===== config.mk =====
export PLATFORM = sky130hd
export DESIGN_NAME = mmio_uart_responder
export DESIGN_NICKNAME = d
export VERILOG_FILES = /design/src/rtl/mmio_uart_responder.sv
export SDC_FILE = /design/constraint.sdc
export NUM_CORES = 1
export LEC_CHECK = 0
export CORE_MARGIN = 1
export CORE_UTILIZATION = 55
export DETAILED_ROUTE_END_ITERATION = 6
export PLACE_DENSITY_LB_ADDON = 0.3
export SETUP_SLACK_MARGIN = 0.15
export SLEW_MARGIN = 10
export SYNTH_ARGS = -nofsm -noshare
export SYNTH_HDL_FRONTEND = slang
export SYNTH_SLANG_ARGS = --single-unit

===== constraint.sdc =====
create_clock -name clk -period 3.5 [get_ports clk]
set_clock_uncertainty 0.05 [all_clocks]
set_input_delay 1.05 -clock clk [delete_from_list [all_inputs] [get_ports clk]]
set_output_delay 1.05 -clock clk [all_outputs]
set_load 0.05 [all_outputs]

===== src/rtl/mmio_uart_responder.sv =====
// -----------------------------------------------------------------------------
// mmio_uart_responder
//
// Peripheral-side responder for the UART slice of the MMIO bus. The memory
// controller strobes tx_wen / rx_ren with a byte offset in uart_addr and
// samples uart_dout combinationally in the same cycle. Internally there is a
// TX FIFO feeding an 8N1 serializer and an RX FIFO filled from an external
// byte-level deserializer.
//
// Register map (decoded on uart_addr[2], uart_addr[1:0] ignored):
//   0 : DATA   write pushes TX FIFO, read pops RX FIFO (0x00 when empty)
//   1 : STATUS {4'b0, rx_overrun, tx_busy, tx_full, rx_data_present}
//               reading it clears rx_overrun; writes are ignored
//
// Ports:
//   clk             system clock
//   rst             synchronous reset, active-low
//   tx_wen          bus write strobe, one access per asserted cycle
//   rx_ren          bus read strobe, one access per asserted cycle
//   uart_addr[2:0]  byte offset within the UART window
//   uart_din[7:0]   write data
//   uart_dout[7:0]  read data, combinational
//   tx              serial output (registered, idles high)
//   rx_byte[7:0]    received byte from the deserializer
//   rx_valid        one-cycle pulse qualifying rx_byte
//   tx_full         TX FIFO full
//   rx_data_present RX FIFO non-empty
//   rx_overrun      sticky, a received byte was dropped on a full RX FIFO
//
// FIFO_DEPTH must be a power of two (pointers wrap naturally), minimum 2.
// CLKS_PER_BIT must be at least 2.
// -----------------------------------------------------------------------------
module mmio_uart_responder #(
    parameter int CLKS_PER_BIT = 868,
    parameter int FIFO_DEPTH   = 16
) (
    input  logic       clk,
    input  logic       rst,
    input  logic       tx_wen,
    input  logic       rx_ren,
    input  logic [2:0] uart_addr,
    input  logic [7:0] uart_din,
    output logic [7:0] uart_dout,
    output logic       tx,
    input  logic [7:0] rx_byte,
    input  logic       rx_valid,
    output logic       tx_full,
    output logic       rx_data_present,
    output logic       rx_overrun
);

    localparam int AW  = $clog2(FIFO_DEPTH);
    localparam int CW  = AW + 1;
    localparam int BCW = $clog2(CLKS_PER_BIT);

    localparam logic [CW-1:0]  CNT_ZERO = '0;
    localparam logic [CW-1:0]  CNT_ONE  = CW'(1);
    localparam logic [CW-1:0]  CNT_FULL = CW'(FIFO_DEPTH);
    localparam logic [AW-1:0]  PTR_ONE  = AW'(1);
    localparam logic [BCW-1:0] BIT_LAST = BCW'(CLKS_PER_BIT - 1);
    localparam logic [BCW-1:0] BIT_ONE  = BCW'(1);

    typedef enum logic [1:0] {
        S_IDLE,
        S_START,
        S_DATA,
        S_STOP
    } txState_t;

    // TX FIFO storage and bookkeeping
    logic [7:0]    r_txMem [FIFO_DEPTH];
    logic [AW-1:0] r_txWrPtr;
    logic [AW-1:0] r_txRdPtr;
    logic [CW-1:0] r_txCount;

    // RX FIFO storage and bookkeeping
    logic [7:0]    r_rxMem [FIFO_DEPTH];
    logic [AW-1:0] r_rxWrPtr;
    logic [AW-1:0] r_rxRdPtr;
    logic [CW-1:0] r_rxCount;

    // Serializer state
    txState_t      r_state;
    logic [BCW-1:0] r_bitCnt;
    logic [2:0]    r_bitIdx;
    logic [7:0]    r_shift;
    logic          r_tx;
    logic          r_rxOverrun;

    // Decoded strobes and derived flags
    logic       w_isData;
    logic       w_readAccess;
    logic       w_txFull;
    logic       w_txEmpty;
    logic       w_rxFull;
    logic       w_rxEmpty;
    logic       w_txPush;
    logic       w_txPop;
    logic       w_rxPush;
    logic       w_rxPop;
    logic       w_overrunEvent;
    logic       w_statusRead;
    logic       w_txBusy;
    logic [7:0] w_status;
    logic       w_unusedAddrBits;

    // Only uart_addr[2] selects a register; the low offset bits alias.
    assign w_unusedAddrBits = ^uart_addr[1:0];

    assign w_isData  = ~uart_addr[2];
    assign w_txFull  = (r_txCount == CNT_FULL);
    assign w_txEmpty = (r_txCount == CNT_ZERO);
    assign w_rxFull  = (r_rxCount == CNT_FULL);
    assign w_rxEmpty = (r_rxCount == CNT_ZERO);
    assign w_txBusy  = (r_state != S_IDLE);

    // A simultaneous write wins the bus cycle, so the read side effects
    // (RX pop, overrun clear) are suppressed whenever tx_wen is high.
    assign w_readAccess = rx_ren & ~tx_wen;

    // A write to a full TX FIFO is dropped even if the serializer pops in
    // the same cycle; fullness is judged on the count before the edge.
    assign w_txPush = tx_wen & w_isData & ~w_txFull;

    // The serializer takes the next byte whenever it sits idle.
    assign w_txPop = (r_state == S_IDLE) & ~w_txEmpty;

    assign w_rxPop      = w_readAccess & w_isData & ~w_rxEmpty;
    assign w_statusRead = w_readAccess & uart_addr[2];

    // A pop in the same cycle frees a slot, so a full RX FIFO can still
    // accept the incoming byte; otherwise the byte is lost and flagged.
    assign w_rxPush       = rx_valid & (~w_rxFull | w_rxPop);
    assign w_overrunEvent = rx_valid & w_rxFull & ~w_rxPop;

    assign w_status = {4'b0000, r_rxOverrun, w_txBusy, w_txFull, ~w_rxEmpty};

    assign tx              = r_tx;
    assign tx_full         = w_txFull;
    assign rx_data_present = ~w_rxEmpty;
    assign rx_overrun      = r_rxOverrun;

    // Read data is combinational so the controller can register it at the
    // edge that ends the access. It is driven whether or not a strobe is up.
    always_comb begin
        uart_dout = 8'h00;
        if (uart_addr[2]) begin
            uart_dout = w_status;
        end else if (!w_rxEmpty) begin
            uart_dout = r_rxMem[r_rxRdPtr];
        end
    end

    // TX FIFO storage. Kept free of reset so it can map onto plain RAM;
    // stale contents are unreachable once the pointers and count are cleared.
    always_ff @(posedge clk) begin
        if (w_txPush) begin
            r_txMem[r_txWrPtr] <= uart_din;
        end
    end

    // TX FIFO pointers and occupancy. Push and pop in one cycle cancel out
    // in the count while both pointers advance.
    always_ff @(posedge clk) begin
        if (!rst) begin
            r_txWrPtr <= '0;
            r_txRdPtr <= '0;
            r_txCount <= '0;
        end else begin
            if (w_txPush) begin
                r_txWrPtr <= r_txWrPtr + PTR_ONE;
            end
            if (w_txPop) begin
                r_txRdPtr <= r_txRdPtr + PTR_ONE;
            end
            case ({w_txPush, w_txPop})
                2'b10:   r_txCount <= r_txCount + CNT_ONE;
                2'b01:   r_txCount <= r_txCount - CNT_ONE;
                default: r_txCount <= r_txCount;
            endcase
        end
    end

    // RX FIFO storage, written from the deserializer side.
    always_ff @(posedge clk) begin
        if (w_rxPush) begin
            r_rxMem[r_rxWrPtr] <= rx_byte;
        end
    end

    // RX FIFO pointers and occupancy, mirroring the TX side.
    always_ff @(posedge clk) begin
        if (!rst) begin
            r_rxWrPtr <= '0;
            r_rxRdPtr <= '0;
            r_rxCount <= '0;
        end else begin
            if (w_rxPush) begin
                r_rxWrPtr <= r_rxWrPtr + PTR_ONE;
            end
            if (w_rxPop) begin
                r_rxRdPtr <= r_rxRdPtr + PTR_ONE;
            end
            case ({w_rxPush, w_rxPop})
                2'b10:   r_rxCount <= r_rxCount + CNT_ONE;
                2'b01:   r_rxCount <= r_rxCount - CNT_ONE;
                default: r_rxCount <= r_rxCount;
            endcase
        end
    end

    // Sticky overrun flag. A new overrun in the same cycle as a STATUS read
    // takes priority so the event is never lost.
    always_ff @(posedge clk) begin
        if (!rst) begin
            r_rxOverrun <= 1'b0;
        end else if (w_overrunEvent) begin
            r_rxOverrun <= 1'b1;
        end else if (w_statusRead) begin
            r_rxOverrun <= 1'b0;
        end
    end

    // 8N1 serializer. tx is registered and always updated together with the
    // state so the line level for each phase appears right after the edge
    // that enters it. Popping in IDLE and going straight to START gives the
    // single idle-high cycle between back-to-back frames.
    always_ff @(posedge clk) begin
        if (!rst) begin
            r_state  <= S_IDLE;
            r_bitCnt <= '0;
            r_bitIdx <= '0;
            r_shift  <= '0;
            r_tx     <= 1'b1;
        end else begin
            case (r_state)
                S_IDLE: begin
                    r_tx     <= 1'b1;
                    r_bitCnt <= '0;
                    r_bitIdx <= '0;
                    if (!w_txEmpty) begin
                        r_shift <= r_txMem[r_txRdPtr];
                        r_state <= S_START;
                        r_tx    <= 1'b0;
                    end
                end
                S_START: begin
                    if (r_bitCnt == BIT_LAST) begin
                        r_bitCnt <= '0;
                        r_bitIdx <= '0;
                        r_state  <= S_DATA;
                        r_tx     <= r_shift[0];
                    end else begin
                        r_bitCnt <= r_bitCnt + BIT_ONE;
                    end
                end
                S_DATA: begin
                    if (r_bitCnt == BIT_LAST) begin
                        r_bitCnt <= '0;
                        if (r_bitIdx == 3'd7) begin
                            r_state <= S_STOP;
                            r_tx    <= 1'b1;
                        end else begin
                            r_bitIdx <= r_bitIdx + 3'd1;
                            r_shift  <= {1'b0, r_shift[7:1]};
                            r_tx     <= r_shift[1];
                        end
                    end else begin
                        r_bitCnt <= r_bitCnt + BIT_ONE;
                    end
                end
                S_STOP: begin
                    r_tx <= 1'b1;
                    if (r_bitCnt == BIT_LAST) begin
                        r_bitCnt <= '0;
                        r_state  <= S_IDLE;
                    end else begin
                        r_bitCnt <= r_bitCnt + BIT_ONE;
                    end
                end
                default: begin
                    r_state <= S_IDLE;
                    r_tx    <= 1'b1;
                end
            endcase
        end
    end

endmodule

==> results.toml <==
[global_route]
grt_pass1_wl_um = 40500
grt_overflow = 0
grt_pass1_vias = 7326
grt_max_degree = 56
grt_util_all_layers = 0.223
antenna_found_initial = 1

[job]
cap_violations = 0

[worst_setup_path]
crit_cells = 8
critPathLaunchType = "flop"
crit_path_max_fanout = 6
path_class = "flop to output port"
slowest_stage = "mux4_2"
path_cells = "buf_12 > buf_16 > mux4_2 > mux2i_2 > nor2_1 > a21oi_2 > o22ai_2 > buf_12"
cpLargestDelayFamily = "multiplexers"
rr_worst_depth = 9
end_kind = "output port"
cpPeakStageDelay_ps = 520
cp_common_cell = "buf_12"
critPathRequiredTime_ps = 2400
crit_buf_inv = 3
cp_data_arrival_time_ps = 2580

[clocking]
htreeDepth = 1
cts-buffers-inserted = 31
cts_buffer_depth = 3
cts.sinks = 315
path_clk_slew_ps = 60
root_buffer = "clkbuf_16"
cts_hold_buf = 0
tritoncts = "built"
clk_latency_ps = 550

[placement]
finalWeightedCongestion = 0.812
place_ws_ps = -74.7
post-place-cells = 1146
place_hpwl_um = 16700
io_buffers = 33

[yosys]
yosysWarningCount = 0
syn_avg_cell_area_um2 = 16.9
synth_xor_area_frac = 0.0176
synthFlopType = "edfxtp_1"
synth_edf_count = 256
ys_seq_area_frac = 0.684
synthesis.area_um2 = 13000
synth.ff_latch_count = 315
synth_top_family_by_area = "multiplexers"
synth_fa_ha_area_frac = 0.0222
synthesis.nets = 814
synthMuxAreaShare = 0.145
synth-compound-area-share = 0.0369
synth-simple-area-share = 0.0747
synthArstFlopShare = 0
yosysUniqueCellTypes = 62
netlist_instances = 767

[die]
die_y_um = 155
die-area_um2 = 24200
rows = 55
die_x_um = 155
initial_core_util = 0.567
io_pins = 36
core_um2 = 22800

[hold_path]
hold_depth = 2
hold_class = "flop to flop"

[layout]
layout-drive-gt1-share = 0.259
utilization = 0.670
n_antenna_cell = 0
n_fill_cell = 1497
area_growth_pct = 18.1
layout.nets = 918
mostFrequentLayoutCell = "edfxtp_1"
fin_cells = 1209
final_cell_mix = "edfxtp_1, mux4_2, buf_4"

[drt]
vias = 7056
drc_errors = 0
via_per_inst = 5.84
drt_iter0_markers = 608
wl_per_cell_um = 21.1
detail-route-antenna-nets = 0
drt-pass1-iter-count = 5
wirelength_um = 25500

[sta]
max_freq_ghz = 0.272
rsz0062_at_grt = "yes"
hold_viol = 0
slew_violations = 0
whs_ps = 426
slew_headroom = 0.570
fin_ws_ps = -179
setup_viol = 8
post-route-period-util = 1.05
fin_crit_ps = 3680
worst_pin_slew_ps = 639

[pwr]
powerDensity_nw_per_um2 = 593
p_leak_nw = 5.03
worst_ir_drop_vdd_uv = 441

[outcome]
outcome = "finished, violations left"
violations = "negative setup slack"
==> per-stage QoR <==
step | setup TNS [ps] | area (um2) | power (W)
after floorplan | 0 | 13000 | 0.00547
after global placement | -76.4 | 14100 | 0.00584
after detailed placement | -120 | 14100 | 0.00592
after CTS | -1170 | 15300 | 0.00913
after global routing | -1530 | 15300 | 0.00942
final | -1000 | 15300 | 0.00907
==> worst register-to-register path, delay by kind of cell (launching register included) <==
| family | cells | cell delay (ps) |
|---|---|---|
| AO/OA/AOI/OAI | 3 | 700 |
| XOR/XNOR | 1 | 170 |
| multiplexers | 1 | 200 |
| AND/OR/NAND/NOR | 2 | 540 |
| adder cells (fa/ha/maj) | 2 | 520 |
| flip-flops | 1 | 400 |
==> logic make-up after synthesis <==
kind of cell	count (synthesis)
mux	99
compound gates	70
flops	315
xor+xnor	26
buf+inv	52
simple gates	182
fa+ha+maj	23
==> flip-flops by register name, indices dropped and copies added (netlist names), named ones only <==
signal	cells
r_txCount	5
r_bitIdx	3
r_state	2
r_rxRdPtr	4
r_rxMem	128
rx_overrun	1
r_bitCnt	10
r_txMem	128
r_rxWrPtr	4
r_shift	8
r_txRdPtr	4
tx	1
r_txWrPtr	4
r_rxCount	5
==> worst paths after layout <==
path,from,endpoint,slack (ps)
setup / recovery,flop,uart_dout[2],-180
setup reg to reg,r_txCount[1]$_SDFFE_PN0P_,r_txCount[4]$_SDFFE_PN0P_,870
hold / removal,r_shift[4]$_SDFFE_PN0P_,r_shift[3]$_SDFFE_PN0P_,430
hold reg to reg,r_shift[4]$_SDFFE_PN0P_,r_shift[3]$_SDFFE_PN0P_,430
==> routing by layer <==
metal	share of wire	wire, um	up-vias	global-route usage
met3	0.056	1440	39	0.0334
met2	0.53	13500	230	0.401
met5	0	0	-	0
met1	0.39	10000	3585	0.277
met4	0.023	582	0	0.0691
li1	-	-	3202	-
==> cells in the mapped netlist, types with 12 or more instances <==
master / n / share of area
clkbuf_1: 19 / 0.0055
xnor2_1: 18 / 0.012
dfxtp_1: 59 / 0.091
mux4_2: 67 / 0.12
edfxtp_1: 256 / 0.59
and2_1: 19 / 0.0092
nand2_1: 42 / 0.012
ha_1: 23 / 0.022
nor2_1: 47 / 0.014
o21ai_0: 12 / 0.0046
nand3_1: 18 / 0.0070
inv_1: 14 / 0.0041
mux2i_1: 18 / 0.014
a21oi_1: 14 / 0.0054
mux2_2: 12 / 0.010
==> area by class of cell <==
cell class,instances,area (um2),share of cell area
clock buffer,40,810,0.0529
clock inverter,18,165,0.0108
inverter,15,56.3,0.00368
multi-input combinational,400,3930,0.256
sequential,315,8870,0.580
tap,313,392,0.0256
timing repair buffer,108,1080,0.0706
==> repair_timing <==
item	in CTS	in global routing
hold endpoints to repair	0	0
resized for setup	24	4
pin swaps	8	6
endpoints found under the setup margin	10	9
setup buffers	2	0
cloned	3	0
==> power by group <==
part | internal (W) | switching [W] | total [W] | leakage [nW]
Sequential | 0.00418 | 0.000136 | 0.00432 | 2.79
Combinational | 0.000747 | 0.000835 | 0.00158 | 1.76
Clock | 0.00185 | 0.00133 | 0.00318 | 0.472
Total | 0.00678 | 0.00230 | 0.00907 | 5.03
No activity file was read; power rests on OpenSTA's default activity.
==> RTL edit 1 (config.mk and constraints unchanged) <==
Change the parameter `FIFO_DEPTH` from 16 to 8.
--- a/src/rtl/mmio_uart_responder.sv
+++ b/src/rtl/mmio_uart_responder.sv
@@ -33,5 +33,5 @@
 module mmio_uart_responder #(
     parameter int CLKS_PER_BIT = 868,
-    parameter int FIFO_DEPTH   = 16
+    parameter int FIFO_DEPTH   = 8
 ) (
     input  logic       clk,
Behaviour: not the same (Yosys sat finds a counterexample within 10 cycles, from zero or initial values and one cycle with rst low).
==> RTL edit 1 against the original RTL <==
Total power decreased by 37%; routed wire length down 44%; area after synthesis shrank 42%; die area down 41%; worst hold slack worse by 3.7 ps; sequential share of layout area is 3.4 points lower; cell area is 42% lower; setup slack better by 430 ps; sequential cell count down 136; largest power group unchanged.
==> RTL edit 1: results (changes against the original RTL) <==
hp-start: "r_bitCnt[0]"
synth_cell_types: 60  # -3.2%
p_total_mw: 5.69  # -37%
gp_congestion: 0.783  # -3.5%
wl_met1_um: 5710  # -43%
internal-power_mw: 4.01  # -41%
post_cts_buffers: 0  # -2
synthCells: 532  # -31%
synth_top_cells_by_area: "edfxtp_1 (51%), dfxtp_1 (13%), mux2i_1 (6.1%), mux4_2 (5.1%), ha_1 (3.0%)"
insertion_delay_ps: 420  # -130 ps
cellLeakagePower_nw: 3.06  # -39%
grt_pass1_vias: 4562  # -38%
hold_end: "r_bitCnt[0]"
drive_above_1_share: 0.157  # -0.102
filler_cell_count: 957  # -36%
place_area_mm2: 0.00834  # -41%
antenna_found_initial: 0  # -1
worstPathMaxFanout: 16  # +10
outcome: "finished clean"
synth-edff-count: 128  # -50%
reg2reg_slack_ps: 1000  # +130 ps
cts_max_level: 4  # +3
worst_pin_slew_ps: 680  # +41.3 ps
wl_met2_um: 7590  # -44%
whs_path_depth: 1  # -1
met2_usage: 0.387  # -0.0135
finalHoldWorstSlack_ps: 423  # -3.68 ps
p_comb_mw: 1.42  # -10%
stdcell_count: 781  # -35%
r2r-start: "r_state[0]"
grt_util_all_layers: 0.220  # -0.00301
cts_buffers: 17  # -45%
placed_cells: 749  # -35%
clock_path_buffers: 2  # -1
## RTL edit 1: worst max-delay path by stage
stage / to / start / depth (start not counted) / slack [ps]
2_1_floorplan: uart_dout[1] / uart_addr[2] / 4 / -130
3_3_place_gp: uart_dout[5] / uart_addr[2] / 6 / 30
3_5_place_dp: uart_dout[5] / uart_addr[2] / 6 / 10
4_1_cts: tx_full / r_txCount[0] / 2 / 180
5_1_grt: uart_dout[3] / register / 5 / 150
6_report: uart_dout[3] / register / 5 / 250
## RTL edit 1: worst reg2reg max path, stage by stage (launching register included)
cell,delay (ps)
dfxtp_1,320
inv_1,130
ha_1,270
o41a_1,340
ha_1,280
ha_1,260
a21o_1,170
a21oi_1,170
mux2i_1,250
mux2i_1,190
## RTL edit 1: layout make-up
cell class,instances,area (um2),share of cell area
Clock buffer,17,425,0.0478
Clock inverter,15,131,0.0148
Inverter,14,52.6,0.00590
Multi-Input combinational cell,316,2560,0.287
Sequential cell,179,4860,0.546
Tap cell,176,220,0.0247
Timing Repair Buffer,64,652,0.0732
## RTL edit 1: per-stage QoR
step	util	setup TNS, ps
2_1_floorplan	-	-266
3_3_place_gp	0.625	0
3_5_place_dp	0.625	0
4_1_cts	0.667	0
5_1_grt	0.667	0
6_report	0.667	0
## RTL edit 1: kinds of logic (layout without fill, tap and decap cells)
kind of cell               count (synthesis)  in the layout  share of synthesized area
adders and majority gates                 19             19                     0.0324
and+or+nand+nor                          140            140                     0.0996
xor gates and xnor gates                  18             18                     0.0208
DFF                                      179            179                      0.642
buffers and inverters                     37            110                     0.0215
AOI/OAI and AO/OA                         76             76                     0.0726
muxes                                     63             63                      0.111
## RTL edit 1: what timing repair did
| action | CTS | global route |
|---|---|---|
| hold endpoints to repair | 0 | 0 |
| gates resized for setup | 2 | 2 |
| endpoints found under the setup margin | 8 | 2 |
==> RTL edit 2 (same settings) <==
Without the edit above. The 4 states of `txState_t` get a Gray code encoding in 2 bits.
--- a/src/rtl/mmio_uart_responder.sv
+++ b/src/rtl/mmio_uart_responder.sv
@@ -62,8 +62,8 @@
 
     typedef enum logic [1:0] {
-        S_IDLE,
-        S_START,
-        S_DATA,
-        S_STOP
+        S_IDLE  = 2'b00,
+        S_START = 2'b01,
+        S_DATA  = 2'b11,
+        S_STOP  = 2'b10
     } txState_t;
 
Formal check against the unedited RTL: no difference found for any inputs over 4 cycles, from zero or initial values and one cycle with rst low; so few cycles prove little.
==> RTL edit 2 against the original RTL <==
The run still ends with negative setup slack left; sequential share of layout area is 1.2 points higher; setup slack better by 10 ps; sequential cell count stayed put; total power is 0.78% lower; critical path type unchanged; routed wire length is 0.72% higher; cell area is 2.0% lower; non-clock buffer count is 7 lower; sequential power is 1% higher; area after synthesis is 1.5% lower; register-to-register slack worse by 30 ps; count of clock-buffer cells in the layout is 8 higher.
==> RTL edit 2: results (changes against the original RTL) <==
outcome: "finished, violations left"
violations: "negative setup slack"
via_per_inst: 5.98  # +2.5%
arrival_ps: 2570  # about the same
grt_start_max_net_pins: 52  # -7.1%
cp_num_cells: 7  # -1
max_freq_mhz: 273  # +0.27%
grt_pass1_wl_um: 40400  # -0.24%
worstPathMaxFanout: 8  # +2
synth_cell_types: 55  # -11%
max_stage_delay_ps: 540  # +20 ps
gp_congestion: 0.823  # +1.4%
filler_cell_count: 1507  # +0.67%
dr.pass1.iters: 6  # +1
synth.avg_cell_area_um2: 16.9  # about the same
drtIter0Drc: 645  # +6.1%
final.setup.tns_ps: -1080  # -80.8 ps
stdcell_count: 1159  # -4.1%
setup_viol: 8  # unchanged
vdd_drop_max_v: 0.000495  # +12%
synth_top_cells_by_count: "edfxtp_1 (256), mux4_2 (63), dfxtp_1 (59), nor2_1 (47), nand2_1 (35)"
finalWirelength_um: 25700  # +0.72%
dp_hpwl_um: 16200  # -2.9%
antenna_found_initial: 1  # unchanged
grt_pass1_vias: 7347  # +0.29%
insertion_delay_ps: 560
finalHoldWorstSlack_ps: 414  # -11.9 ps
reg2reg_slack_ps: 840  # -30 ps
placed_cells: 1099  # -4.1%
cp_top_family: "compound AO/OA/AOI/OAI gates"
place_area_mm2: 0.0138  # -2.1%
worst_pin_slew_ps: 783  # +145 ps
ff2ff_path_depth: 10  # +1
nNetsFinal: 895  # -2.5%
setup_slack_ps: -169  # +10.0 ps
yosysSeqAreaShare: 0.695  # +0.0101
synth_top_cells_by_area: "edfxtp_1 (60%), mux4_2 (11%), dfxtp_1 (9.3%), ha_1 (1.8%), nor2_1 (1.4%)"
grt_util_all_layers: 0.223  # +0.000803
syn_nets: 798  # -2.0%
drive_above_1_share: 0.245  # -0.0141
-- RTL edit 2: changes by cell type after synthesis, sizes merged, moves of 7 or more --
cell	change
a22oi	+14
nor2b	+8
mux2i	-11
nand2	-7
a21oi	+18
nand3	-8
mux2	-10
o211ai	-7
-- RTL edit 2: worst paths after layout --
path                                   from           end
worst max-delay path               register  uart_dout[2]
worst min-delay path            r_bitCnt[0]   r_bitCnt[0]
worst max register to register   r_state[1]  r_txCount[4]
worst min register to register  r_bitCnt[0]   r_bitCnt[0]
-- RTL edit 2: cell type report --
class / count / share of cell area
multi-input combinational: 390 / 0.248
clock buffer: 48 / 0.0600
tap: 285 / 0.0238
sequential: 315 / 0.592
clock inverter: 6 / 0.00476
inverter: 14 / 0.00350
timing repair buffer: 101 / 0.0679
-- RTL edit 2: layer usage --
layer	vias up	track usage	routed length [um]
met5	-	0	0
li1	3135	-	-
met4	0	0.0655	445
met3	39	0.0468	1740
met1	3537	0.295	10400
met2	223	0.377	13200
-- RTL edit 2: report_power, final --
| group | switching, mW | internal (mW) | total, mW |
|---|---|---|---|
| clock network | 1.31 | 1.84 | 3.15 |
| logic | 0.767 | 0.711 | 1.48 |
| registers | 0.175 | 4.20 | 4.38 |
-- RTL edit 2: logic make-up after synthesis --
| group | count (synthesis) | share of synthesized area |
|---|---|---|
| xor+xnor | 28 | 0.0192 |
| buf+inv | 51 | 0.0184 |
| simple gates | 173 | 0.0708 |
| flops | 315 | 0.695 |
| fa+ha+maj | 18 | 0.0176 |
| mux | 78 | 0.131 |
| compound gates | 93 | 0.0486 |
-- RTL edit 2: timing repair --
item,CTS,global route
pin swaps,7,0
gates cloned,2,1
endpoints found under the setup margin,10,9
resized for setup,22,2
buffers inserted,3,0
